## config.mk

```make
export PLATFORM = sky130hd
export DESIGN_NAME = alu_step_sequencer
export DESIGN_NICKNAME = d
export VERILOG_FILES = /design/src/rtl/alu_step_sequencer.sv
export SDC_FILE = /design/constraint.sdc
export NUM_CORES = 1
export LEC_CHECK = 0
export ABC_AREA = 1
export CAP_MARGIN = 20
export CELL_PAD_IN_SITES_DETAIL_PLACEMENT = 1
export CELL_PAD_IN_SITES_GLOBAL_PLACEMENT = 2
export CORE_MARGIN = 3
export CORE_UTILIZATION = 26
export CTS_CLUSTER_DIAMETER = 150
export DETAILED_ROUTE_END_ITERATION = 10
export PLACE_DENSITY = 0.73
export SYNTH_ARGS = -nofsm -noshare
export SYNTH_HDL_FRONTEND = slang
export SYNTH_SLANG_ARGS = --single-unit
export TNS_END_PERCENT = 5
```

## constraint.sdc

```tcl
create_clock -name clk -period 2.2 [get_ports clk]
set_input_delay 0.55 -clock clk [delete_from_list [all_inputs] [get_ports clk]]
set_output_delay 0.55 -clock clk [all_outputs]
set_load 0.02 [all_outputs]
```

## src/rtl/alu_step_sequencer.sv

```systemverilog
// Control-step sequencer for register-register ALU instructions on the bus datapath.
// Walks fetch T0-T2 and execute T3-T5 (T6 for MUL/DIV), driving one step of strobes per clock.
module alu_step_sequencer #(
    parameter int unsigned    NUM_REGS  = 16,
    parameter int unsigned    REG_IDX_W = 4,
    parameter int unsigned    OP_W      = 5,
    parameter logic [OP_W-1:0] OP_MUL   = OP_W'(5'b01111),
    parameter logic [OP_W-1:0] OP_DIV   = OP_W'(5'b10000)
) (
    input  logic                 clk,
    input  logic                 Clear,
    input  logic                 start,
    input  logic [OP_W-1:0]      opcode,
    input  logic [REG_IDX_W-1:0] ra,
    input  logic [REG_IDX_W-1:0] rb,
    input  logic [REG_IDX_W-1:0] rc,
    input  logic                 mem_ready,
    output logic                 PCout,
    output logic                 MARin,
    output logic                 IncPC,
    output logic                 Zin,
    output logic                 PCin,
    output logic                 Read,
    output logic                 MDRin,
    output logic                 MDRout,
    output logic                 IRin,
    output logic                 Yin,
    output logic                 Zlowout,
    output logic                 Zhiout,
    output logic                 HIin,
    output logic                 LOin,
    output logic [NUM_REGS-1:0]  Rin,
    output logic [NUM_REGS-1:0]  Rout,
    output logic [OP_W-1:0]      alu_op,
    output logic                 busy,
    output logic                 done,
    output logic                 err
);

    typedef enum logic [3:0] {
        S_IDLE,
        S_ERR,
        S_T0,
        S_T1,
        S_T2,
        S_T3,
        S_T4,
        S_T5,
        S_T6
    } state_t;

    // One bit wider than an index so NUM_REGS == 2**REG_IDX_W is representable.
    localparam logic [REG_IDX_W:0] REG_LIMIT = (REG_IDX_W+1)'(NUM_REGS);

    state_t state, nxt_state;

    logic [OP_W-1:0]      op_q;
    logic [REG_IDX_W-1:0] ra_q, rb_q, rc_q;
    logic                 is_muldiv;
    logic                 bad_idx;

    logic pcout_d, marin_d, incpc_d, zin_d, pcin_d, read_d, mdrin_d;
    logic mdrout_d, irin_d, yin_d, zlowout_d, zhiout_d, hiin_d, loin_d;
    logic [NUM_REGS-1:0] rin_d, rout_d;
    logic [OP_W-1:0]     alu_op_d;
    logic                busy_d, done_d, err_d;

    function automatic logic [NUM_REGS-1:0] onehot(input logic [REG_IDX_W-1:0] idx);
        logic [NUM_REGS-1:0] r;
        r = '0;
        for (int unsigned i = 0; i < NUM_REGS; i++) begin
            r[i] = (idx == REG_IDX_W'(i));
        end
        return r;
    endfunction

    assign is_muldiv = (op_q == OP_MUL) || (op_q == OP_DIV);
    assign bad_idx   = ({1'b0, ra} >= REG_LIMIT) ||
                       ({1'b0, rb} >= REG_LIMIT) ||
                       ({1'b0, rc} >= REG_LIMIT);

    always_ff @(posedge clk or posedge Clear) begin
        if (Clear) begin
            state <= S_IDLE;
        end else begin
            state <= nxt_state;
        end
    end

    always_ff @(posedge clk or posedge Clear) begin
        if (Clear) begin
            op_q <= '0;
            ra_q <= '0;
            rb_q <= '0;
            rc_q <= '0;
        end else if (state == S_IDLE && start) begin
            op_q <= opcode;
            ra_q <= ra;
            rb_q <= rb;
            rc_q <= rc;
        end
    end

    always_comb begin
        nxt_state = state;
        unique case (state)
            S_IDLE: if (start) nxt_state = bad_idx ? S_ERR : S_T0;
            S_ERR:  nxt_state = S_IDLE;
            S_T0:   nxt_state = S_T1;
            S_T1:   if (mem_ready) nxt_state = S_T2;
            S_T2:   nxt_state = S_T3;
            S_T3:   nxt_state = S_T4;
            S_T4:   nxt_state = S_T5;
            S_T5:   nxt_state = is_muldiv ? S_T6 : S_IDLE;
            S_T6:   nxt_state = S_IDLE;
            default: nxt_state = S_IDLE;
        endcase
    end

    // Strobes are decoded from the next state and registered, so they line up
    // with the state register yet come straight from flops.
    always_comb begin
        pcout_d   = 1'b0;
        marin_d   = 1'b0;
        incpc_d   = 1'b0;
        zin_d     = 1'b0;
        pcin_d    = 1'b0;
        read_d    = 1'b0;
        mdrin_d   = 1'b0;
        mdrout_d  = 1'b0;
        irin_d    = 1'b0;
        yin_d     = 1'b0;
        zlowout_d = 1'b0;
        zhiout_d  = 1'b0;
        hiin_d    = 1'b0;
        loin_d    = 1'b0;
        rin_d     = '0;
        rout_d    = '0;
        alu_op_d  = '0;
        done_d    = 1'b0;
        err_d     = 1'b0;
        busy_d    = (nxt_state != S_IDLE);
        unique case (nxt_state)
            S_ERR: err_d = 1'b1;
            S_T0: begin
                pcout_d = 1'b1;
                marin_d = 1'b1;
                incpc_d = 1'b1;
                zin_d   = 1'b1;
            end
            S_T1: begin
                zlowout_d = 1'b1;
                pcin_d    = 1'b1;
                read_d    = 1'b1;
                mdrin_d   = 1'b1;
            end
            S_T2: begin
                mdrout_d = 1'b1;
                irin_d   = 1'b1;
            end
            S_T3: begin
                rout_d = onehot(rb_q);
                yin_d  = 1'b1;
            end
            S_T4: begin
                rout_d   = onehot(rc_q);
                zin_d    = 1'b1;
                alu_op_d = op_q;
            end
            S_T5: begin
                zlowout_d = 1'b1;
                if (is_muldiv) begin
                    loin_d = 1'b1;
                end else begin
                    rin_d  = onehot(ra_q);
                    done_d = 1'b1;
                end
            end
            S_T6: begin
                zhiout_d = 1'b1;
                hiin_d   = 1'b1;
                done_d   = 1'b1;
            end
            default: ;
        endcase
    end

    always_ff @(posedge clk or posedge Clear) begin
        if (Clear) begin
            PCout   <= 1'b0;
            MARin   <= 1'b0;
            IncPC   <= 1'b0;
            Zin     <= 1'b0;
            PCin    <= 1'b0;
            Read    <= 1'b0;
            MDRin   <= 1'b0;
            MDRout  <= 1'b0;
            IRin    <= 1'b0;
            Yin     <= 1'b0;
            Zlowout <= 1'b0;
            Zhiout  <= 1'b0;
            HIin    <= 1'b0;
            LOin    <= 1'b0;
            Rin     <= '0;
            Rout    <= '0;
            alu_op  <= '0;
            busy    <= 1'b0;
            done    <= 1'b0;
            err     <= 1'b0;
        end else begin
            PCout   <= pcout_d;
            MARin   <= marin_d;
            IncPC   <= incpc_d;
            Zin     <= zin_d;
            PCin    <= pcin_d;
            Read    <= read_d;
            MDRin   <= mdrin_d;
            MDRout  <= mdrout_d;
            IRin    <= irin_d;
            Yin     <= yin_d;
            Zlowout <= zlowout_d;
            Zhiout  <= zhiout_d;
            HIin    <= hiin_d;
            LOin    <= loin_d;
            Rin     <= rin_d;
            Rout    <= rout_d;
            alu_op  <= alu_op_d;
            busy    <= busy_d;
            done    <= done_d;
            err     <= err_d;
        end
    end

endmodule
```

---- After elaboration in Yosys (flattened, before gate mapping) ----
Cells that the tools add are included.
operators by class
  eq/ne operators ......................... 61
  muxes and demuxes ....................... 20
  reductions and logical operators ........ 9
operators with widths
  operator                                       number
  == test 4 bit, second input constant           25
  == test 4 x 3 -> 1 bit, second input constant  20
  == test 4 x 2 -> 1 bit, second input constant  10
  2-to-1 mux 16 bit                              2
  case mux 16 bit (2 select lines)               1
  case mux 4 bit (7 select lines)                1
  == test 4 x 1 -> 1 bit, second input constant  4
  logical NOT 4 bit                              4
  2-to-1 mux 4 bit                               3
  2-to-1 mux 1 bit                               11
  == test 5 x 4 -> 1 bit, second input constant  1
  == test 5 bit, second input constant           1
  2-to-1 mux 5 bit                               1
  nonzero test 4 bit                             1
  OR reduction 2 bit                             2
  case mux 1 bit (2 select lines)                1
  logical AND 1 bit                              1
  logical OR 1 bit                               1
word-level totals
  flip-flop bits (word level) ............. 69
  input bits .............................. 21
  output and inout port bits .............. 54
  word-level logic and storage cells ...... 109

---- Logic depth before layout (Yosys ltp) ----
  depth after elaboration ................. 7
  depth in mapped cells ................... 8
  depth with buffers taken out ............ 7

---- Worst setup path after synthesis ----
Ideal clock, no wire load.
  path kind ............................... register to register
  start point ............................. register state[1]
  end point ............................... register Rout[13]
  library setup time ...................... 0.119 ns
  arrival time ............................ 1.092 ns
  required time ........................... 2.081 ns
  path slack .............................. 0.988 ns
  cell stages (with the launch flop) ...... 8
  buffers on the path ..................... 1
  clock period less this slack ............ 1.212 ns
  cells stage by stage .................... dfrtp_1 nor2_4 nand2_4 buf_12 nand2_1 nand2_2 nand3_2 nor2_1
between the ends
  word-level cells in the longest chain between the ends .. 4
  elaborated cells on any way between the ends .. 13
  classes of those cells .................. eq/ne (8); mux (4); reduce/logical (1)
ends and longest elaborated chain
  item                                            RTL line  text
  from (decl)                                     55        state_t state, nxt_state;
  from (signal assigned)                          86        state <= nxt_state;
  == test 4 x 3 -> 1 bit (tied with other cells)  106       unique case (state)
  case mux 4 bit (7 select lines) *               106
  == test 4 x 3 -> 1 bit                          143       unique case (nxt_state)
  case mux 16 bit (2 select lines) *              143
  net rout_d[13]                                  64        logic [NUM_REGS-1:0] rin_d, rout_d;
  to (signal assigned)                            226       Rout <= rout_d;
  to (decl)                                       33        output logic [NUM_REGS-1:0] Rout,
The timed path passes the listed nets; every way through them passes the cells marked *.
A chain may end at the register's enable or synchronous reset.

==> impl_metrics.toml <==
[status]
outcome = "finished clean"

[setup_path]
critPathMaxFanout = 3
cp_top_family = "buffers and inverters"
critical_path_buf_inv_count = 1
crit_chain = "clkdlybuf4s50_1"
crit_path_start_kind = "flop"
arrival_ns = 1.36
cp.required_ns = 1.65
crit_type = "reg2out"
critPathMaxStageDelay_ns = 0.62
crit_slowest_cell = "clkdlybuf4s50_1"
critPathCaptureType = "output port"

[die]
fp.dieArea_sq_mm = 0.0113
num_rows = 36
core_area_sq_mm = 0.00982
die_y_um = 107
io_pins = 75
die_w_um = 107
start_util_pct = 26.8

[clock_network]
worstSkewPairLatency_ns = 0.35
cts_buffers = 9
cts-hold-fix-buffers = 0
cts_resized = 0
post_cts_buffers = 0
clk_pin_slew_worst_paths_ns = 0.08
cts.path.max_buffers = 2
clockRootBuffer = "clkbuf_8"
cts_num_sinks = 69
h-tree-depth = 3
cts_tree = "yes"

[route]
postRouteAntennaNets = 0
wl_per_cell_um = 13.6
wl_mm = 6.42
drc = 0
viasPerCell = 4.06
via_count = 1921
first_iter_violations = 52
drtPass1Iterations = 4

[global_route]
grt_remaining_overflow = 0
grt_pass1_vias = 2037
antenna_found_initial = 0
grt_start_max_net_pins = 36
grt_pass1_wl_mm = 10.4
grtUsageTotal_pct = 12.2

[layout]
drive_gt1_share_pct = 10.3
final_common_cell = "clkdlybuf4s50_1"
layout_common_cells = "74 x clkdlybuf4s50_1, 69 x dfrtp_1, 50 x nand2_1"
final_nets = 356
syn_to_final_growth_pct = 40.5
n_antenna_cell = 0

[sta]
setup_viol = 0
slew_headroom_pct = 65.0
rsz0062_at_grt = "false"
drv_slew = 0
worst_pin_slew_ns = 0.523
fin_setup_tns_ns = 0
clock_skew_ns = 0.00727
final_hold_viol_count = 0
fin_crit_sh_pct = 86.7
timing.hold.ws_ns = 0.546
fmax_mhz = 524
fin_crit_ns = 1.91

[logic_synthesis]
netlist_instances = 258
synth_fa_ha_area_share_pct = 0
ys_ff_latch = 69
muxShareOfSynthArea_pct = 0
synth_top_family_by_area = "simple AND/OR/NAND/NOR gates"
seq_area_frac_synth_pct = 65.7
synth-xor-area-share_pct = 0
synth_compound_area_share_pct = 5.19
synthSimpleGateAreaFrac_pct = 21.6
synth_area_sq_mm = 0.00263
yosysWarnings = 0
synth.avg_cell_area_sq_um = 10.2
syn-num-nets = 279
synth_cell_types = 21

[pwr]
powerDensity_mw_per_mm2 = 1140
ir_drop_v = 0.000501
power.leakage_nw = 1.71

[place]
hpwl_mm = 4.78
place_congestion = 0.775
io_buffers = 74

[run]
maxCapViolations = 0

[hold_path]
min_path_type = "reg2reg"
==> flip-flops by register name, indices dropped and copies added (netlist names) <==
| signal | flops |
|---|---|
| err | 1 |
| Zin | 1 |
| Zlowout | 1 |
| done | 1 |
| Rin | 16 |
| rb_q | 4 |
| Yin | 1 |
| IRin | 1 |
| op_q | 5 |
| alu_op | 5 |
| state | 4 |
| LOin | 1 |
| HIin | 1 |
| Rout | 16 |
| MDRin | 1 |
| rc_q | 4 |
| ra_q | 4 |
| IncPC | 1 |
| busy | 1 |
==> Yosys cell counts, drive strengths merged <==
master / n / area [sq um]
a21oi: 2 / 10.0
dfrtp: 69 / 1730
nand3: 15 / 100
o21ai: 24 / 120
nor2: 51 / 218
nand4: 1 / 6.26
conb: 1 / 3.75
buf: 10 / 87.6
o22ai: 1 / 6.26
inv: 28 / 105
nand2: 56 / 244
==> metal layers <==
metal	share of wire, %	GRT usage [%]
met5	0	0
met4	2.2	6.30
met3	4.4	2.98
met2	47	19.0
met1	46	15.7
==> report_power, final <==
part / switching, mW / total, mW / internal [mW]
Sequential: 0.168 / 1.71 / 1.54
Combinational: 0.929 / 1.45 / 0.516
Clock: 0.500 / 1.05 / 0.550
==> metrics by stage <==
step                      util, %  std cells  instance area [sq um]  setup slack [ns]  total power, mW
after floorplan                 -        258                   2630             0.894             2.73
after global placement       35.6        457                   3490             0.394             3.17
after detailed placement     35.6        457                   3490             0.282             3.21
after CTS                    37.6        473                   3690             0.259             4.29
after global routing         37.6        473                   3690             0.213             4.52
final                        37.6        473                   3690             0.292             4.21
==> kinds of logic (layout without fill, tap and decap cells) <==
kind of cell | count (synthesis) | after routing
other | 1 | 1
buffers and inverters | 38 | 120
AOI/OAI and AO/OA | 27 | 27
and+or+nand+nor | 123 | 123
DFF | 69 | 69
==> worst paths after layout <==
kind | startpoint | end | slack (ns) | cells past startpoint
min | op_q[3] | alu_op[3] | 0.55 | 2
min reg2reg | op_q[3] | alu_op[3] | 0.55 | 2
max in group asynchronous | Clear | state[2] | 1.10 | 3
min in group asynchronous | Clear | Rout[2] | 0.60 | 2
max | IncPC | MARin | 0.29 | 1
max reg2reg | state[1] | rc_q[3] | 0.65 | 4
==> final cells by class <==
class | instances | area, sq um
inverters | 28 | 109
clock inverters | 6 | 62.6
clock buffers | 10 | 138
repair buffers | 76 | 781
multi-input cells | 151 | 708
fillers | 1170 | 6130
flip-flops and latches | 69 | 1730
well taps | 133 | 166
No activity file was read; power rests on OpenSTA's default activity.
